<file path="src/rtl/cpu_fetch_pkg.sv">
// Shared definitions for the instruction fetch path: state encoding,
// word width, PC increment and the word-alignment helper.
package cpu_fetch_pkg;

  localparam int unsigned INST_W = 32;
  localparam int unsigned CTR_W  = 8;

  localparam logic [INST_W-1:0] PC_INC     = 32'd4;
  // Low address bits that must be zero for a word-aligned access.
  localparam logic [INST_W-1:0] ALIGN_MASK = 32'h0000_0003;

  typedef enum logic [1:0] {
    ST_IDLE    = 2'd0,
    ST_REQ     = 2'd1,
    ST_DELIVER = 2'd2
  } fetch_state_e;

  function automatic logic is_aligned(input logic [INST_W-1:0] addr);
    return (addr & ALIGN_MASK) == '0;
  endfunction

endpackage

</file>
<file path="src/rtl/fetch_timeout_ctr.sv">
// Load/clear/enable cycle counter with a terminal-count flag. The flag is
// high during the TERMINAL-th enabled cycle after a clear, so the owner can
// act on that same edge. Shared with the data-memory port.
module fetch_timeout_ctr
  import cpu_fetch_pkg::*;
#(
  parameter int unsigned TERMINAL = 15
) (
  input  logic             clk,
  input  logic             rst,
  input  logic             clear_i,
  input  logic             load_i,
  input  logic [CTR_W-1:0] load_val_i,
  input  logic             en_i,
  output logic             tc_o
);

  localparam logic [CTR_W-1:0] LAST = CTR_W'(TERMINAL - 1);

  logic [CTR_W-1:0] cnt_q;
  logic [CTR_W-1:0] cnt_d;

  // Next count: clear beats load beats increment.
  always_comb begin
    cnt_d = cnt_q;
    if (clear_i) begin
      cnt_d = '0;
    end else if (load_i) begin
      cnt_d = load_val_i;
    end else if (en_i) begin
      cnt_d = cnt_q + 1'b1;
    end
  end

  // Count register.
  always_ff @(posedge clk or posedge rst) begin
    if (rst) begin
      cnt_q <= '0;
    end else begin
      cnt_q <= cnt_d;
    end
  end

  assign tc_o = en_i && (cnt_q == LAST);

endmodule

</file>
<file path="src/rtl/inst_fetch_unit.sv">
// Instruction fetch unit: owns the PC, issues one req/ack memory read per
// FetchStart and hands the word to the IR with a one-cycle IRWrite strobe.
// Every output comes from a register or from the state register alone.
module inst_fetch_unit
  import cpu_fetch_pkg::*;
#(
  parameter logic [31:0] PC_RESET = 32'h0000_0000,
  parameter int unsigned TIMEOUT  = 15
) (
  input  logic        clk,
  input  logic        reset,
  input  logic        FetchStart,
  input  logic        PCWrite,
  input  logic [31:0] NextPC,
  output logic        MemReq,
  output logic [31:0] MemAddr,
  input  logic        MemAck,
  input  logic [31:0] MemRData,
  output logic [31:0] Instruction,
  output logic        IRWrite,
  output logic [31:0] PC,
  output logic        Busy,
  output logic        FetchErr
);

  fetch_state_e      state_q, state_d;
  logic [INST_W-1:0] pc_q, pc_d;
  logic [INST_W-1:0] instr_q, instr_d;
  logic [INST_W-1:0] addr_q, addr_d;
  logic              err_q, err_d;
  logic [INST_W-1:0] fetch_addr;
  logic              ctr_clear, ctr_en, ctr_tc;

  fetch_timeout_ctr #(
    .TERMINAL (TIMEOUT)
  ) u_timeout (
    .clk        (clk),
    .rst        (reset),
    .clear_i    (ctr_clear),
    .load_i     (1'b0),
    .load_val_i ('0),
    .en_i       (ctr_en),
    .tc_o       (ctr_tc)
  );

  // Next-state and datapath updates; the counter only runs while in REQ.
  always_comb begin
    state_d    = state_q;
    pc_d       = pc_q;
    instr_d    = instr_q;
    addr_d     = addr_q;
    err_d      = 1'b0;
    ctr_clear  = 1'b1;
    ctr_en     = 1'b0;
    // A simultaneous PCWrite redirects the fetch to the new target.
    fetch_addr = PCWrite ? NextPC : pc_q;
    unique case (state_q)
      ST_IDLE: begin
        if (PCWrite) begin
          pc_d = NextPC;
        end
        if (FetchStart) begin
          if (!is_aligned(fetch_addr)) begin
            err_d = 1'b1;
          end else begin
            addr_d  = fetch_addr;
            state_d = ST_REQ;
          end
        end
      end
      ST_REQ: begin
        ctr_clear = 1'b0;
        ctr_en    = 1'b1;
        // An ack on the final allowed cycle still completes the fetch.
        if (MemAck) begin
          instr_d = MemRData;
          pc_d    = addr_q + PC_INC;
          state_d = ST_DELIVER;
        end else if (ctr_tc) begin
          err_d   = 1'b1;
          state_d = ST_IDLE;
        end
      end
      ST_DELIVER: begin
        state_d = ST_IDLE;
      end
      default: begin
        state_d = ST_IDLE;
      end
    endcase
  end

  // State and datapath registers; reset takes effect without a clock.
  always_ff @(posedge clk or posedge reset) begin
    if (reset) begin
      state_q <= ST_IDLE;
      pc_q    <= PC_RESET;
      instr_q <= '0;
      addr_q  <= '0;
      err_q   <= 1'b0;
    end else begin
      state_q <= state_d;
      pc_q    <= pc_d;
      instr_q <= instr_d;
      addr_q  <= addr_d;
      err_q   <= err_d;
    end
  end

  assign MemReq      = (state_q == ST_REQ);
  assign IRWrite     = (state_q == ST_DELIVER);
  assign Busy        = (state_q == ST_REQ) || (state_q == ST_DELIVER);
  assign MemAddr     = addr_q;
  assign Instruction = instr_q;
  assign PC          = pc_q;
  assign FetchErr    = err_q;

endmodule

</file>
<file path="config.mk">
export PLATFORM = sky130hd
export DESIGN_NAME = inst_fetch_unit
export DESIGN_NICKNAME = d
export VERILOG_FILES = /design/src/rtl/cpu_fetch_pkg.sv /design/src/rtl/fetch_timeout_ctr.sv /design/src/rtl/inst_fetch_unit.sv
export SDC_FILE = /design/constraint.sdc
export NUM_CORES = 1
export LEC_CHECK = 0
export CORE_ASPECT_RATIO = 0.5
export CORE_MARGIN = 2
export CORE_UTILIZATION = 40
export CTS_CLUSTER_SIZE = 30
export DETAILED_ROUTE_END_ITERATION = 8
export HOLD_SLACK_MARGIN = 0.06
export PLACE_DENSITY = 0.68
export SLEW_MARGIN = 20
export SYNTH_ARGS = -nofsm -noshare
export SYNTH_HDL_FRONTEND = slang
export SYNTH_SLANG_ARGS = --single-unit
</file>
<file path="constraint.sdc">
create_clock -name clk -period 8.72 [get_ports clk]
set_input_delay 0.872 -clock clk [delete_from_list [all_inputs] [get_ports clk]]
set_output_delay 0.872 -clock clk [all_outputs]
set_load 0.02 [all_outputs]
</file>
After elaboration in Yosys (flattened, before gate mapping)
Index checks and enable logic that the tools add are counted.

word-level totals
  register bits = 107
  output and inout port bits = 100

cells by class
  add/sub/neg operators = 2
  equal/unequal tests = 8
  mux-type cells = 16
  reductions and logical operators = 9

operators by type and width
  kind                                                    number
  2-to-1 mux 32 bit                                       2
  case mux 32 bit (2 select lines)                        1
  adder 32 x 3 -> 32 bit (second input constant)          1
  logical NOT 32 bit                                      1
  2-to-1 mux 8 bit                                        2
  adder 8 x 1 -> 8 bit (second input constant)            1
  == test 8 x 4 -> 1 bit (second input constant)          1
  2-to-1 mux 2 bit                                        4
  AND reduction 3 bit                                     2
  2-to-1 mux 1 bit                                        5
  inequality test 2 x 1 -> 1 bit (second input constant)  2
  inequality test 2 bit (second input constant)           2
  case mux 2 bit (2 select lines)                         1
  AND reduction 2 bit                                     2
  inequality test 3 x 1 -> 1 bit (second input constant)  1
  == test 2 x 1 -> 1 bit (second input constant)          1
  == test 2 bit (second input constant)                   1
  logical NOT 2 bit                                       1
  case mux 1 bit (2 select lines)                         1
  nonzero test 2 bit                                      1
  logical AND 1 bit                                       1
  logical OR 1 bit                                        1

Longest topological paths before layout
  word-level depth = 6
  depth in mapped cells = 9

Modules after synthesis
Synthesis repeated with hierarchy kept, for this count alone.

unflattened totals
  cells, all modules = 630
  area total of the unflattened synthesis = 5569.1 um2

by module, submodules not included
  module             times used  cells an instance  area each (um2)  seq. area each (um2)
  inst_fetch_unit    1           576                5087.4           2477.4
  fetch_timeout_ctr  1           54                 481.7            200.2

Least setup slack after synthesis
No wires, ideal clock.

  kind = reg-to-reg
  from = reg state_q[1]
  to = reg pc_q[29] (netlist: PC[29])
  library setup time = 0.095 ns
  data arrival time = 2.065 ns
  setup slack = 6.560 ns
  stages on the path, launching flop included = 9
  path buffers = 3
  period minus slack after synthesis = 2.160 ns
  cells stage by stage = dfrtp_1 inv_1 ha_1 clkbuf_1 mux2i_2 buf_4 clkbuf_1 a2bb2oi_1 o31ai_1

between the ends
  cells in the longest elaborated chain, start to end = 3
  elaborated cells on any way between the ends = 6

ends and longest elaborated chain
  what                                                                                   RTL line                text
  start, declared                                                                        inst_fetch_unit.sv:26   fetch_state_e state_q, state_d;
  start signal, assigned                                                                 inst_fetch_unit.sv:102  state_q <= state_d;
  == test 2 x 1 -> 1 bit (*)                                                             --
  named net MemReq                                                                       inst_fetch_unit.sv:15   output logic MemReq,
  inequality test 2 x 1 -> 1 bit (no line) / nonzero test 2 bit (equally long branches)  --
  AND reduction 2 bit (no line)                                                          --
  end signal, assigned                                                                   inst_fetch_unit.sv:103  pc_q <= pc_d;
  end, declared                                                                          inst_fetch_unit.sv:27   logic [INST_W-1:0] pc_q, pc_d;

Mark *: on every way through the listed nets, which the timed path passes. The rest lies on a longest branch.
A chain may end at the register's enable or synchronous reset.

Final worst setup path
  from = reg state_q[1]
  to = out MemReq

between the ends
  cells in the longest elaborated chain, start to end = 1

ends and longest elaborated chain
  what                    RTL line                text
  == test 2 x 1 -> 1 bit  inst_fetch_unit.sv:110  assign MemReq = (state_q == ST_REQ);
  end, declared           inst_fetch_unit.sv:15

Every way passes these cells.

==> results.yml <==
timing:
  clock_skew_ns: 0.009250
  fin_crit_sh: 0.3489
  hold-worst-slack_ns: 0.4781
  slew_violations: 0
  maxSlewHeadroom: 0.2904
  fmax_mhz: 328.6
  tns_ns: 0
  fin_ws_ns: 5.677
  report.final.hold_viol_count: 0
  rsz0062_at_grt: "false"
  setup_violations: 0
  fin_crit_ns: 3.043
  worstMarginPinSlew_ns: 1.062
setup_path:
  cpMaxStageDelayCell: "clkdlybuf4s50_1"
  critPathRequiredTime_ns: 7.85
  regToRegSetupSlack_ns: 5.84
  critPathCapture: "MemReq"
  critical_path_class: "reg -> out"
  startpoint_type: "flip-flop"
  reg2reg_to: "PC[29]$_DFFE_PP0P_"
  path_buf_inv: 3
  r2r-start: "state_q[1]$_DFFE_PP0P_"
  crit_chain: "inv_1 -> ha_1 -> buf_4 -> clkdlybuf4s50_1"
  arrival_ns: 2.17
  crit_family: "buffers and inverters"
  critical-path-max-stage-delay_ns: 0.73
  worstRegToRegCells: 9
  path_depth: 4
  end_kind: "output pin"
  critPathLaunch: "state_q[1]$_DFFE_PP0P_"
  critPathMaxFanout: 35
synthesis:
  synth_edf_count: 0
  synth_fp_nets: 688
  synth-main-ff-cell: "dfrtp_1"
  ys_seq_elements: 107
  synth.distinct_cells: 44
  async_flop_share: 1.000
  synth_area_sq_um: 5469
  ys_seq_area_frac: 0.4896
  avgSynthCellArea_sq_um: 8.936
  syn_inst: 612
  ys_warn_count: 0
layout:
  antenna_cells: 0
  layout_commonest_cell: "clkdlybuf4s50_1"
  design_area_sq_um: 7557
  fin_nets: 835
  drive_gt1_frac: 0.05105
  mostFrequentLayoutCells: "clkdlybuf4s50_1 (167), nand2_1 (151), dfrtp_1 (107)"
  utilization: 0.5624
  area_growth_syn_to_layout_pct: 38.18
clock_network:
  htreeDepth: 3
  cts_made_buffers: 9
  clk-insertion-delay-late_ns: 0.36
  root_buffer: "clkbuf_16"
  cts.sinks: 107
  cts_tree: "built"
  postCtsHoldBufs: 0
  cts_max_path_buffers: 2
  ctsResizeCount: 0
  clk_pin_slew_ns: 0.08
  cts_setup_buffers: 0
drt:
  vias_per_cell: 5.206
  drcViolationCount: 0
  drt_pass1_iterations: 5
  routed_wl_mm: 15.46
  dr_total_vias: 4894
  ant_nets: 0
  wl_per_cell_um: 16.44
  dr.first_iter.drc_count: 346
placed_design:
  port_buffers: 168
  preCtsSetupSlack_ns: 5.487
  gp_congestion: 0.7965
  place_area_sq_um: 7251
  dp_hpwl_mm: 10.31
global_routing:
  grt-ovfl-total: 0
  grt_pass1_wl_mm: 24.72
  grt_usage: 0.2114
  first_global_vias: 4763
  grt_max_degree: 73
  grt_antenna_before_repair: 0
floorplan:
  die_x_um: 169.4
  chipHeight_um: 86.68
  core_sq_um: 13440
  row_count: 30
  die_area_sq_um: 14680
  ios: 169
  initial_utilization: 0.4070
power:
  p_leak_nw: 3.246
  power_switching_mw: 1.212
  power.density_nw_per_um2: 372.0
  p_int_mw: 1.599
  comb_power_share: 0.510
  pwr-share-clk: 0.154
  ir_drop_mv: 0.1487
  p_sw_frac: 0.4312
  seq_power_share: 0.336
hold_path:
  min_path_type: "reg -> reg"
status:
  status: "finished clean"
job:
  maxCapViolCount: 0
[cell type report]
class                   count  area, sq um
clock inverters             7        81.33
fillers                  1232         5881
multi-input cells         458         2595
repair buffers            174         1722
clock buffers               9        225.2
flip-flops and latches    107         2678
well taps                 176        220.2
inverters                   9        36.28
[synthesized netlist by cell type, types with 10 or more instances]
library cell / count / area share
nand2_1: 151 / 0.10
dfrtp_1: 107 / 0.49
a21oi_1: 52 / 0.048
o21ai_0: 44 / 0.040
nor2_1: 35 / 0.024
clkbuf_1: 22 / 0.015
mux2i_1: 20 / 0.037
xnor2_1: 19 / 0.030
o22ai_1: 15 / 0.017
nand3_1: 14 / 0.013
nor2b_1: 14 / 0.016
nor3_1: 11 / 0.010
xor2_1: 10 / 0.016
[registers in the layout (all words and copies together), names as in the netlist]
name	cells
MemAddr	32
PC	32
state_q	2
FetchErr	1
u_timeout.cnt_q	8
Instruction	32
[per-layer routing]
layer  vias to the layer above  routed length, um  GRT usage
met1                      2330               7113     0.2879
met2                       156               7130     0.3425
met5                         -                  0          0
met4                         0                250    0.05439
li1                       2387                  -          -
met3                        21                961    0.05114
[tightest hold or removal path, cell delays in order, from the launching register on]
cell     delay, ns
dfrtp_1       0.35
nand2_1       0.05
nand2_1       0.05
[through the flow]
step | total power [mW] | instances
floorplan | 1.733 | 612
global placement | 2.362 | 924
detailed placement | 2.390 | 924
CTS | 2.835 | 940
global route | 3.000 | 940
finish | 2.811 | 940
[logic make-up after synthesis]
| family | synth area share |
|---|---|
| DFF | 0.4896 |
| and+or+nand+nor | 0.2148 |
| adders and majority gates | 0.01601 |
| xor gates and xnor gates | 0.04644 |
| muxes | 0.04941 |
| AOI/OAI and AO/OA | 0.1460 |
| buffers and inverters | 0.03775 |
[worst min path at each step]
stage	from	endpoint	slack, ns	cells after the start
3_5_place_dp	Instruction[19]$_DFFE_PP0P_	Instruction[19]$_DFFE_PP0P_	0.46	2
6_report	Instruction[15]$_DFFE_PP0P_	Instruction[15]$_DFFE_PP0P_	0.48	2
3_3_place_gp	Instruction[5]$_DFFE_PP0P_	Instruction[5]$_DFFE_PP0P_	0.46	2
5_1_grt	Instruction[3]$_DFFE_PP0P_	Instruction[3]$_DFFE_PP0P_	0.50	2
2_1_floorplan	u_timeout.cnt_q[0]$_DFF_PP0_	u_timeout.cnt_q[0]$_DFF_PP0_	0.47	1
4_1_cts	Instruction[18]$_DFFE_PP0P_	Instruction[18]$_DFFE_PP0P_	0.48	2
[power by group through the flow]
stage / Combinational, mW / Clock, mW / Sequential [mW]
after floorplan: 0.582 / 0 / 1.15
after global placement: 1.41 / 0 / 0.947
after detailed placement: 1.44 / 0 / 0.948
after CTS: 1.45 / 0.441 / 0.947
after global routing: 1.56 / 0.459 / 0.981
final: 1.43 / 0.432 / 0.945
No activity file was read; power rests on OpenSTA's default activity.
